<file path="config.mk">
export PLATFORM = sky130hd
export DESIGN_NAME = nfc_rx_byte_packer_flat
export DESIGN_NICKNAME = d
export VERILOG_FILES = /design/src/rtl/nfc_rx_byte_packer_pkg.sv /design/src/rtl/nfc_rx_byte_packer_if.sv /design/src/rtl/nfc_rx_byte_packer.sv /design/src/flat_wrapper.sv
export SDC_FILE = /design/constraint.sdc
export NUM_CORES = 1
export LEC_CHECK = 0
export ABC_AREA = 1
export BUFFER_PORTS_ARGS = -buffer_cell sky130_fd_sc_hd__clkbuf_2
export CORE_MARGIN = 4
export CORE_UTILIZATION = 55
export CTS_CLUSTER_DIAMETER = 50
export CTS_CLUSTER_SIZE = 14
export DETAILED_ROUTE_END_ITERATION = 8
export PLACE_DENSITY = 0.81
export SLEW_MARGIN = 25
export SYNTH_ARGS = -nofsm -noshare
export SYNTH_HDL_FRONTEND = slang
export SYNTH_SLANG_ARGS = --single-unit
</file>
<file path="constraint.sdc">
create_clock -name iClock -period 7.2 [get_ports iClock]
set_clock_uncertainty 0.1 [all_clocks]
set_input_delay 0 -clock iClock [delete_from_list [all_inputs] [get_ports iClock]]
set_output_delay 0 -clock iClock [all_outputs]
set_load 0.01 [all_outputs]
</file>
<file path="src/rtl/nfc_rx_byte_packer_pkg.sv">
// rtl/nfc_rx_byte_packer_pkg.sv - shared definitions for the NAND read-data byte packer
// Purpose: FIFO entry layout, byte-keep constants and a keep-to-byte-count helper.
// Ports: none (package).
package nfc_rx_pkg;

    localparam int ENTRY_W        = 9;
    localparam int ENTRY_LAST_BIT = 8;
    localparam int HALF_W         = 2 * ENTRY_W;

    localparam logic [3:0] KEEP_1B = 4'b0001;
    localparam logic [3:0] KEEP_2B = 4'b0011;
    localparam logic [3:0] KEEP_3B = 4'b0111;
    localparam logic [3:0] KEEP_4B = 4'b1111;

    // One 9-bit FIFO entry; bLast sits at ENTRY_LAST_BIT.
    typedef struct packed {
        logic       bLast;
        logic [7:0] data;
    } fifoEntryT;

    // Keep masks are always contiguous from lane 0, so this is a plain popcount.
    function automatic logic [2:0] keepBytes(input logic [3:0] keep);
        keepBytes = 3'(keep[0]) + 3'(keep[1]) + 3'(keep[2]) + 3'(keep[3]);
    endfunction

endpackage

</file>
<file path="src/rtl/nfc_rx_byte_packer_if.sv">
// rtl/nfc_rx_byte_packer_if.sv - FIFO-pop and DMA-word signals of the byte packer
// Purpose: bundles the FIFO read side and the packed-word valid/ready side.
// Ports (slave = packer view):
//   iFifoData  in  18  FIFO pop data, [17:9] earlier entry, [8:0] later entry
//   iFifoEmpty in  1   FIFO empty flag
//   oFifoPop   out 1   FIFO pop strobe (data valid the following cycle)
//   oData      out 32  packed word, earliest byte in lane 0
//   oKeep      out 4   byte valid mask
//   oLast      out 1   word holds the final byte of the transfer
//   oValid     out 1   word valid
//   iReady     in  1   downstream accept
//   oByteCount out COUNT_WIDTH bytes accepted in the current transfer
interface nfc_rx_byte_packer_if
    import nfc_rx_pkg::*;
    #(parameter int COUNT_WIDTH = 16) ();

    logic [HALF_W-1:0]      iFifoData;
    logic                   iFifoEmpty;
    logic                   oFifoPop;
    logic [31:0]            oData;
    logic [3:0]             oKeep;
    logic                   oLast;
    logic                   oValid;
    logic                   iReady;
    logic [COUNT_WIDTH-1:0] oByteCount;

    modport slave (
        input  iFifoData, iFifoEmpty, iReady,
        output oFifoPop, oData, oKeep, oLast, oValid, oByteCount
    );

    modport master (
        output iFifoData, iFifoEmpty, iReady,
        input  oFifoPop, oData, oKeep, oLast, oValid, oByteCount
    );

endinterface

</file>
<file path="src/rtl/nfc_rx_byte_packer.sv">
// rtl/nfc_rx_byte_packer.sv - packs 18-bit NAND FIFO halfwords into 32-bit DMA words
// Purpose: pops two {bLast, byte} entries at a time, packs bytes into 32-bit
//   words with a keep mask, flushes a partial word on bLast and restarts the
//   next transfer in lane 0. Pad entries after bLast are dropped.
// Ports:
//   iClock  in  1  clock
//   iReset  in  1  asynchronous active-low reset
//   bus     slave modport of nfc_rx_byte_packer_if (FIFO pop side + DMA word side)
module nfc_rx_byte_packer
    import nfc_rx_pkg::*;
    #(parameter int COUNT_WIDTH = 16) (
    input  logic                   iClock,
    input  logic                   iReset,
    nfc_rx_byte_packer_if.slave    bus
);

    logic                   rPending;
    logic                   rHalf;
    logic [15:0]            rLo;
    logic [31:0]            rData;
    logic [3:0]             rKeep;
    logic                   rLast;
    logic                   rValid;
    logic                   rClear;
    logic [COUNT_WIDTH-1:0] rCount;

    fifoEntryT e0;
    fifoEntryT e1;
    assign e0 = bus.iFifoData[HALF_W-1:ENTRY_W];
    assign e1 = bus.iFifoData[ENTRY_W-1:0];

    logic accept;
    logic stalled;
    assign accept  = rValid && bus.iReady;
    assign stalled = rValid && !bus.iReady;

    // Gating with iReset keeps the strobe low while reset is asserted.
    // Blocking on rPending limits pops to one per two clocks, which also
    // guarantees the output stage is empty on every capture cycle.
    assign bus.oFifoPop = iReset && !bus.iFifoEmpty && !rPending && !stalled;

    logic        emit;
    logic [31:0] nData;
    logic [3:0]  nKeep;
    logic        nLast;

    always_comb begin
        emit  = 1'b0;
        nData = 32'h0;
        nKeep = 4'h0;
        nLast = 1'b0;
        if (rHalf) begin
            emit = 1'b1;
            if (e0.bLast) begin
                nData = {8'h00, e0.data, rLo};
                nKeep = KEEP_3B;
                nLast = 1'b1;
            end else begin
                nData = {e1.data, e0.data, rLo};
                nKeep = KEEP_4B;
                nLast = e1.bLast;
            end
        end else if (e0.bLast) begin
            emit  = 1'b1;
            nData = {24'h0, e0.data};
            nKeep = KEEP_1B;
            nLast = 1'b1;
        end else if (e1.bLast) begin
            emit  = 1'b1;
            nData = {16'h0, e1.data, e0.data};
            nKeep = KEEP_2B;
            nLast = 1'b1;
        end
    end

    logic [COUNT_WIDTH-1:0] addend;
    assign addend = COUNT_WIDTH'(keepBytes(rKeep));

    always_ff @(posedge iClock or negedge iReset) begin
        if (!iReset) begin
            rPending <= 1'b0;
            rHalf    <= 1'b0;
            rLo      <= 16'h0;
            rData    <= 32'h0;
            rKeep    <= 4'h0;
            rLast    <= 1'b0;
            rValid   <= 1'b0;
            rClear   <= 1'b0;
            rCount   <= '0;
        end else begin
            rPending <= bus.oFifoPop;

            if (rPending) begin
                // Any emit ends the half-word; a non-emitting capture can only
                // happen from rHalf=0 and parks the two bytes in rLo.
                rHalf <= !emit;
                if (!emit) begin
                    rLo <= {e1.data, e0.data};
                end
            end

            if (rPending && emit) begin
                rData  <= nData;
                rKeep  <= nKeep;
                rLast  <= nLast;
                rValid <= 1'b1;
            end else if (accept) begin
                rValid <= 1'b0;
            end

            // The final total stays visible for one cycle before clearing.
            rClear <= accept && rLast;
            if (accept) begin
                rCount <= (rClear ? '0 : rCount) + addend;
            end else if (rClear) begin
                rCount <= '0;
            end
        end
    end

    assign bus.oData      = rData;
    assign bus.oKeep      = rKeep;
    assign bus.oLast      = rLast;
    assign bus.oValid     = rValid;
    assign bus.oByteCount = rCount;

endmodule

</file>
<file path="src/flat_wrapper.sv">
// flat-port wrapper written by rule: the top's interface ports become plain ports
module nfc_rx_byte_packer_flat import nfc_rx_pkg::*;
#(parameter int COUNT_WIDTH = 16)
  (iClock, iReset, bus_iFifoData, bus_iFifoEmpty, bus_iReady, bus_oFifoPop, bus_oData, bus_oKeep, bus_oLast, bus_oValid, bus_oByteCount);
  nfc_rx_byte_packer_if #(.COUNT_WIDTH(COUNT_WIDTH)) bus_i ();
  input  logic iClock;
  input  logic iReset;
  input wire logic [$bits(bus_i.iFifoData)-1:0] bus_iFifoData;
  input wire logic [$bits(bus_i.iFifoEmpty)-1:0] bus_iFifoEmpty;
  input wire logic [$bits(bus_i.iReady)-1:0] bus_iReady;
  output wire logic [$bits(bus_i.oFifoPop)-1:0] bus_oFifoPop;
  output wire logic [$bits(bus_i.oData)-1:0] bus_oData;
  output wire logic [$bits(bus_i.oKeep)-1:0] bus_oKeep;
  output wire logic [$bits(bus_i.oLast)-1:0] bus_oLast;
  output wire logic [$bits(bus_i.oValid)-1:0] bus_oValid;
  output wire logic [$bits(bus_i.oByteCount)-1:0] bus_oByteCount;
  assign bus_i.iFifoData = bus_iFifoData;
  assign bus_i.iFifoEmpty = bus_iFifoEmpty;
  assign bus_i.iReady = bus_iReady;
  assign bus_oFifoPop = bus_i.oFifoPop;
  assign bus_oData = bus_i.oData;
  assign bus_oKeep = bus_i.oKeep;
  assign bus_oLast = bus_i.oLast;
  assign bus_oValid = bus_i.oValid;
  assign bus_oByteCount = bus_i.oByteCount;
  nfc_rx_byte_packer #(.COUNT_WIDTH(COUNT_WIDTH)) u_core (.iClock(iClock), .iReset(iReset), .bus(bus_i));
endmodule
</file>
### Word-level counts from Yosys, hierarchy flattened

Cells that the tools add are included.

* bits in registers: 73
* input bits: 22
* output and inout port bits: 55
* word-level logic and storage cells: 45

* $add $sub $neg: 4
* mux-type cells: 17
* bitwise logic cells: 1
* reduce and logical (&&, ||, !) cells: 14

Operator list (number)
* two-way mux 32 bit: 3
* two-way mux 16 bit: 3
* adder 16 x 3 -> 16 bit: 1
* two-way mux 4 bit: 3
* logical AND 1 bit: 7
* two-way mux 1 bit: 7
* adder 3 x 1 -> 3 bit: 2
* logical NOT 1 bit: 5
* adder 1 x 1 -> 2 bit: 1
* two-way mux 2 bit: 1
* AND reduction 2 bit: 1
* nonzero test 2 bit: 1
* inverter 1 bit: 1

### Logic depth before layout (Yosys ltp)

* word-level depth: 5
* mapped depth: 12
* depth with buffers taken out: 12

### Least setup slack after synthesis

No wires, ideal clock.

* path type: reg2reg
* from: reg u_core.rKeep[0], in the netlist u_core.bus.oKeep[0]
* to: reg u_core.rCount[10], in the netlist u_core.bus.oByteCount[10]
* data arrival time: 2.321 ns
* path slack: 4.699 ns
* cell stages (with the launch flop): 11
* buffers on the path: 0
* cells stage by stage: dfrtp_1 -> ha_1 -> fa_1 -> ha_1 -> fa_1 -> nand2_1 -> a21oi_2 -> nand2_1 -> nor2_2 -> nand2_1 -> xor2_1

* cells in the longest elaborated chain, start to end: 5

RTL lines
* start, declared: RTL line nfc_rx_byte_packer.sv:21 `logic [3:0] rKeep;`
* start signal, assigned: RTL line nfc_rx_byte_packer.sv:104 `rKeep <= nKeep;`
* adder 1 x 1 -> 2 bit: RTL line nfc_rx_byte_packer_pkg.sv:23 `keepBytes = 3'(keep[0]) + 3'(keep[1]) + 3'(keep[2]) + 3'(keep[3]);`
* adder 3 x 1 -> 3 bit (2 in series): RTL line nfc_rx_byte_packer_pkg.sv:23
* adder 16 x 3 -> 16 bit: RTL line nfc_rx_byte_packer.sv:114 `rCount <= (rClear ? '0 : rCount) + addend;`
* two-way mux 16 bit: RTL line nfc_rx_byte_packer.sv:113 `if (accept) begin`
* end signal, assigned: RTL line nfc_rx_byte_packer.sv:114
* end, declared: RTL line nfc_rx_byte_packer.sv:25 `logic [COUNT_WIDTH-1:0] rCount;`

No other way between the ends.
A chain may end at the register's enable or synchronous reset.

### Worst setup path after layout

* from: reg u_core.rKeep[0], in the netlist u_core.bus.oKeep[0]
* to: reg u_core.rCount[8], in the netlist u_core.bus.oByteCount[8]

The elaborated chain is that of the path after synthesis.

==> flow_summary_export.csv <==
group,metric,value,unit
synthesis,synth_warnings,0,
detailed_routing,via_per_inst,5.080,
detailed_routing,drcViolationCount,0,
sta,max_slew_margin,39.97,%
clocking,cts_resized,0,
worst_setup_path,cp_num_buf_inv,0,
grt,grt_max_degree,75,
layout,seqCellArea,1827,um2
floorplan,initial_core_util,57.75,%
placed_design,place_ws,4.563,ns
outcome,status,"completed",
power,vdd_drop_max,174.2,uV
layout,diodes,0,
layout,syn_to_final_growth,24.96,%
worst_setup_path,critical_path.max_fanout,3,
worst_setup_path,cp.arrival,2.82,ns
layout,multiInputGateArea,1189,um2
worst_setup_path,worst_path_largest_cell_delay,0.46,ns
sta,timing.fmax,376.5,MHz
floorplan,rows,27,
sta,finalHoldViolations,0,
sta,layout_setup_ws,4.544,ns
clocking,cts_max_level,3,
floorplan,io_pins,77,
worst_setup_path,slowest_stage,"fa_1",
worst_setup_path,required,7.37,ns
detailed_routing,drtIter0Drc,150,
clocking,cts.clk_slew.worst_paths,0.08,ns
synthesis,ys_types,35,
job,maxCapViolCount,0,
clocking,cts_hold_buf,21,
synthesis,synth_edf_count,0,
detailed_routing,post_drt_wl_per_cell,13.87,um
detailed_routing,drtAntennaViolNets,0,
clocking,postCtsSetupRepairBufs,0,
detailed_routing,drtPass1Iterations,4,
layout,drive_gt1_share,24.56,%
worst_setup_path,cpMostUsedCell,"nand2_1",
worst_setup_path,setup.worst_path.class,"register to register",
power,powerDensity,276.1,nW/um2
grt,grt_pass1_vias,2827,
worst_setup_path,end_kind,"register",
sta,max_slew.worst_pin.slew,0.9005,ns
placed_design,place_congestion,0.7920,
synthesis,syn_avg_cell_area,9.204,um2
synthesis,yosysTopAreaCell,"dfrtp_1",
power,fin_total_pwr,1.124,mW
clocking,cts_root_buf,"clkbuf_8",
grt,track_usage,22.00,%
worst_setup_path,crit_chain,"ha_1, fa_1, ha_1, fa_1, nand2_1, a21oi_2, nand2_1, nor2_2, nand2_1, xor2_1",
floorplan,die-area,7219,um2
synthesis,synth_area_leaders,"dfrtp_1 56%, nand2_1 10%, o21ai_0 5.7%",
synthesis,yosysTopAreaCellShare,56.07,%
grt,antenna_found_initial,0,
sta,setup_viol,0,
synthesis,synthCells,354,
synthesis,ys_async_sr_fraction,100.0,%
worst_setup_path,cp-start-kind,"register",
sta,fin_crit,2.656,ns
sta,whs,0.2910,ns
sta,finalSetupTns,0,ns
placed_design,hpwl,4.971,mm
min_path,min_path_type,"primary input to asynchronous set/reset pin",
synthesis,synth_ff_type,"dfrtp_1",
clocking,clock_latency,0.34,ns
clocking,cts.path.max_buffers,2,
placed_design,io_buffers,76,
grt,grt_pass1_wl,12.75,mm
layout,nets,481,
floorplan,chipWidth,84.97,um
synthesis,synth_nets,383,
layout,fill_cells,439,
sta,slew_violations,0,
floorplan,die_y,84.97,um
synthesis,synth_seq_cells,73,
sta,period_share,36.89,%
clocking,cts_buffers,9,
power,power_leakage,2.121,nW
floorplan,core,5642,um2
synthesis,syn_area,3258,um2
clocking,cts_tree,"yes",
detailed_routing,vias,2682,
grt,grt_overflow_total,0,
sta,rsz0062_at_grt,"no",
clocking,clock_sinks,73,
worst_setup_path,crit_family,"adder cells",
detailed_routing,wl,7.324,mm
synthesis,synth_seq_area_share,56.07,%
[routing by layer]
layer	vias to the layer above	track usage [%]	routed length, um
met5	-	0	0
met4	0	8.921	142
met3	16	5.340	394
met2	83	37.50	3679
met1	1264	26.76	3108
li1	1319	-	-
[per-stage QoR]
step	utilization, %	std cells	instance area, um2
finish	72.17	528	4071
global route	72.17	528	4071
CTS	72.08	528	4066
detailed placement	64.91	492	3662
global placement	64.91	492	3662
floorplan	-	354	3258
[registers in the layout (all words and copies together), names as in the netlist]
register,count
u_core.bus.oData,32
u_core.bus.oByteCount,16
u_core.rLo,16
u_core.bus.oKeep,4
u_core.bus.oLast,1
u_core.bus.oValid,1
u_core.rClear,1
u_core.rHalf,1
u_core.rPending,1
[placed cells by master (no fill, tap or decap)]
master and n:
a21oi_2 2, dlygate4sd3_1 21, dfrtp_1 73, xnor2_1 1, clkbuf_8 10, xor2_1 7, nor2_2 4, inv_1 41
a22oi_1 5, ha_1 5, bufinv_16 1, nand2_1 91, o21ai_0 37, or2_2 1, nand2_2 3, o21bai_1 1
nand3_1 9, buf_2 1, clkinv_2 2, or2_0 1, o22ai_1 1, o21ai_1 4, inv_2 2, nor3_1 3
nand3_2 2, o211ai_1 11, o211a_1 1, clkinvlp_4 1, fa_1 2, buf_4 1, nand4_1 2, nand4_2 1
nor2_1 27, nor2_4 2, clkinv_1 1, nand2_4 2, clkbuf_2 75, clkinv_4 2
[worst reg2reg max path, cell delays in order, from the launching register on]
cell     delay (ns)
dfrtp_1        0.41
ha_1           0.32
fa_1           0.37
ha_1           0.34
fa_1           0.46
nand2_1        0.12
a21oi_2        0.07
nand2_1        0.11
nor2_2         0.07
nand2_1        0.07
xor2_1         0.15
[kinds of logic after synthesis]
kind of cell	Yosys count	share of synthesized area [%]
simple gates	148	19.78
buf+inv	56	7.604
flops	73	56.07
fa+ha+maj	7	3.149
compound gates	62	11.25
xor+xnor	8	2.151
[final cells by class]
cell class	instances	area share [%]
clock buffer	10	3.380
clock inverter	5	1.383
inverter	45	4.272
multi-input combinational	225	29.19
sequential	73	44.87
tap	72	2.213
timing repair buffer	98	14.69
[where the power goes]
group	switching [mW]	internal, mW
combinational	0.151	0.110
sequential	0.0539	0.492
clock	0.150	0.167
total	0.355	0.769
[synthesized netlist by cell type (5+ instances only)]
cell,n
a22oi_1,5
dfrtp_1,73
ha_1,5
inv_1,41
nand2_1,91
nand3_1,10
nor2_1,27
o211ai_1,11
o21ai_0,37
xor2_1,7
[path summary, 6_finish.rpt]
| check | from | end | slack [ns] | depth (start not counted) |
|---|---|---|---|---|
| setup / recovery | u_core.bus.oKeep[0] | u_core.bus.oByteCount[8] | 4.54 | 10 |
| hold / removal | iReset | u_core.bus.oByteCount[1] | 0.29 | 3 |
| setup reg to reg | u_core.bus.oKeep[0] | u_core.bus.oByteCount[8] | 4.54 | 10 |
| hold reg to reg | u_core.bus.oData[19] | u_core.bus.oData[19] | 0.39 | 2 |
| max in group asynchronous | iReset | u_core.bus.oData[24] | 6.12 | 3 |
| min in group iClock | bus_iReady | u_core.bus.oValid | 0.32 | 3 |
(Power assumes the default switching activity.)
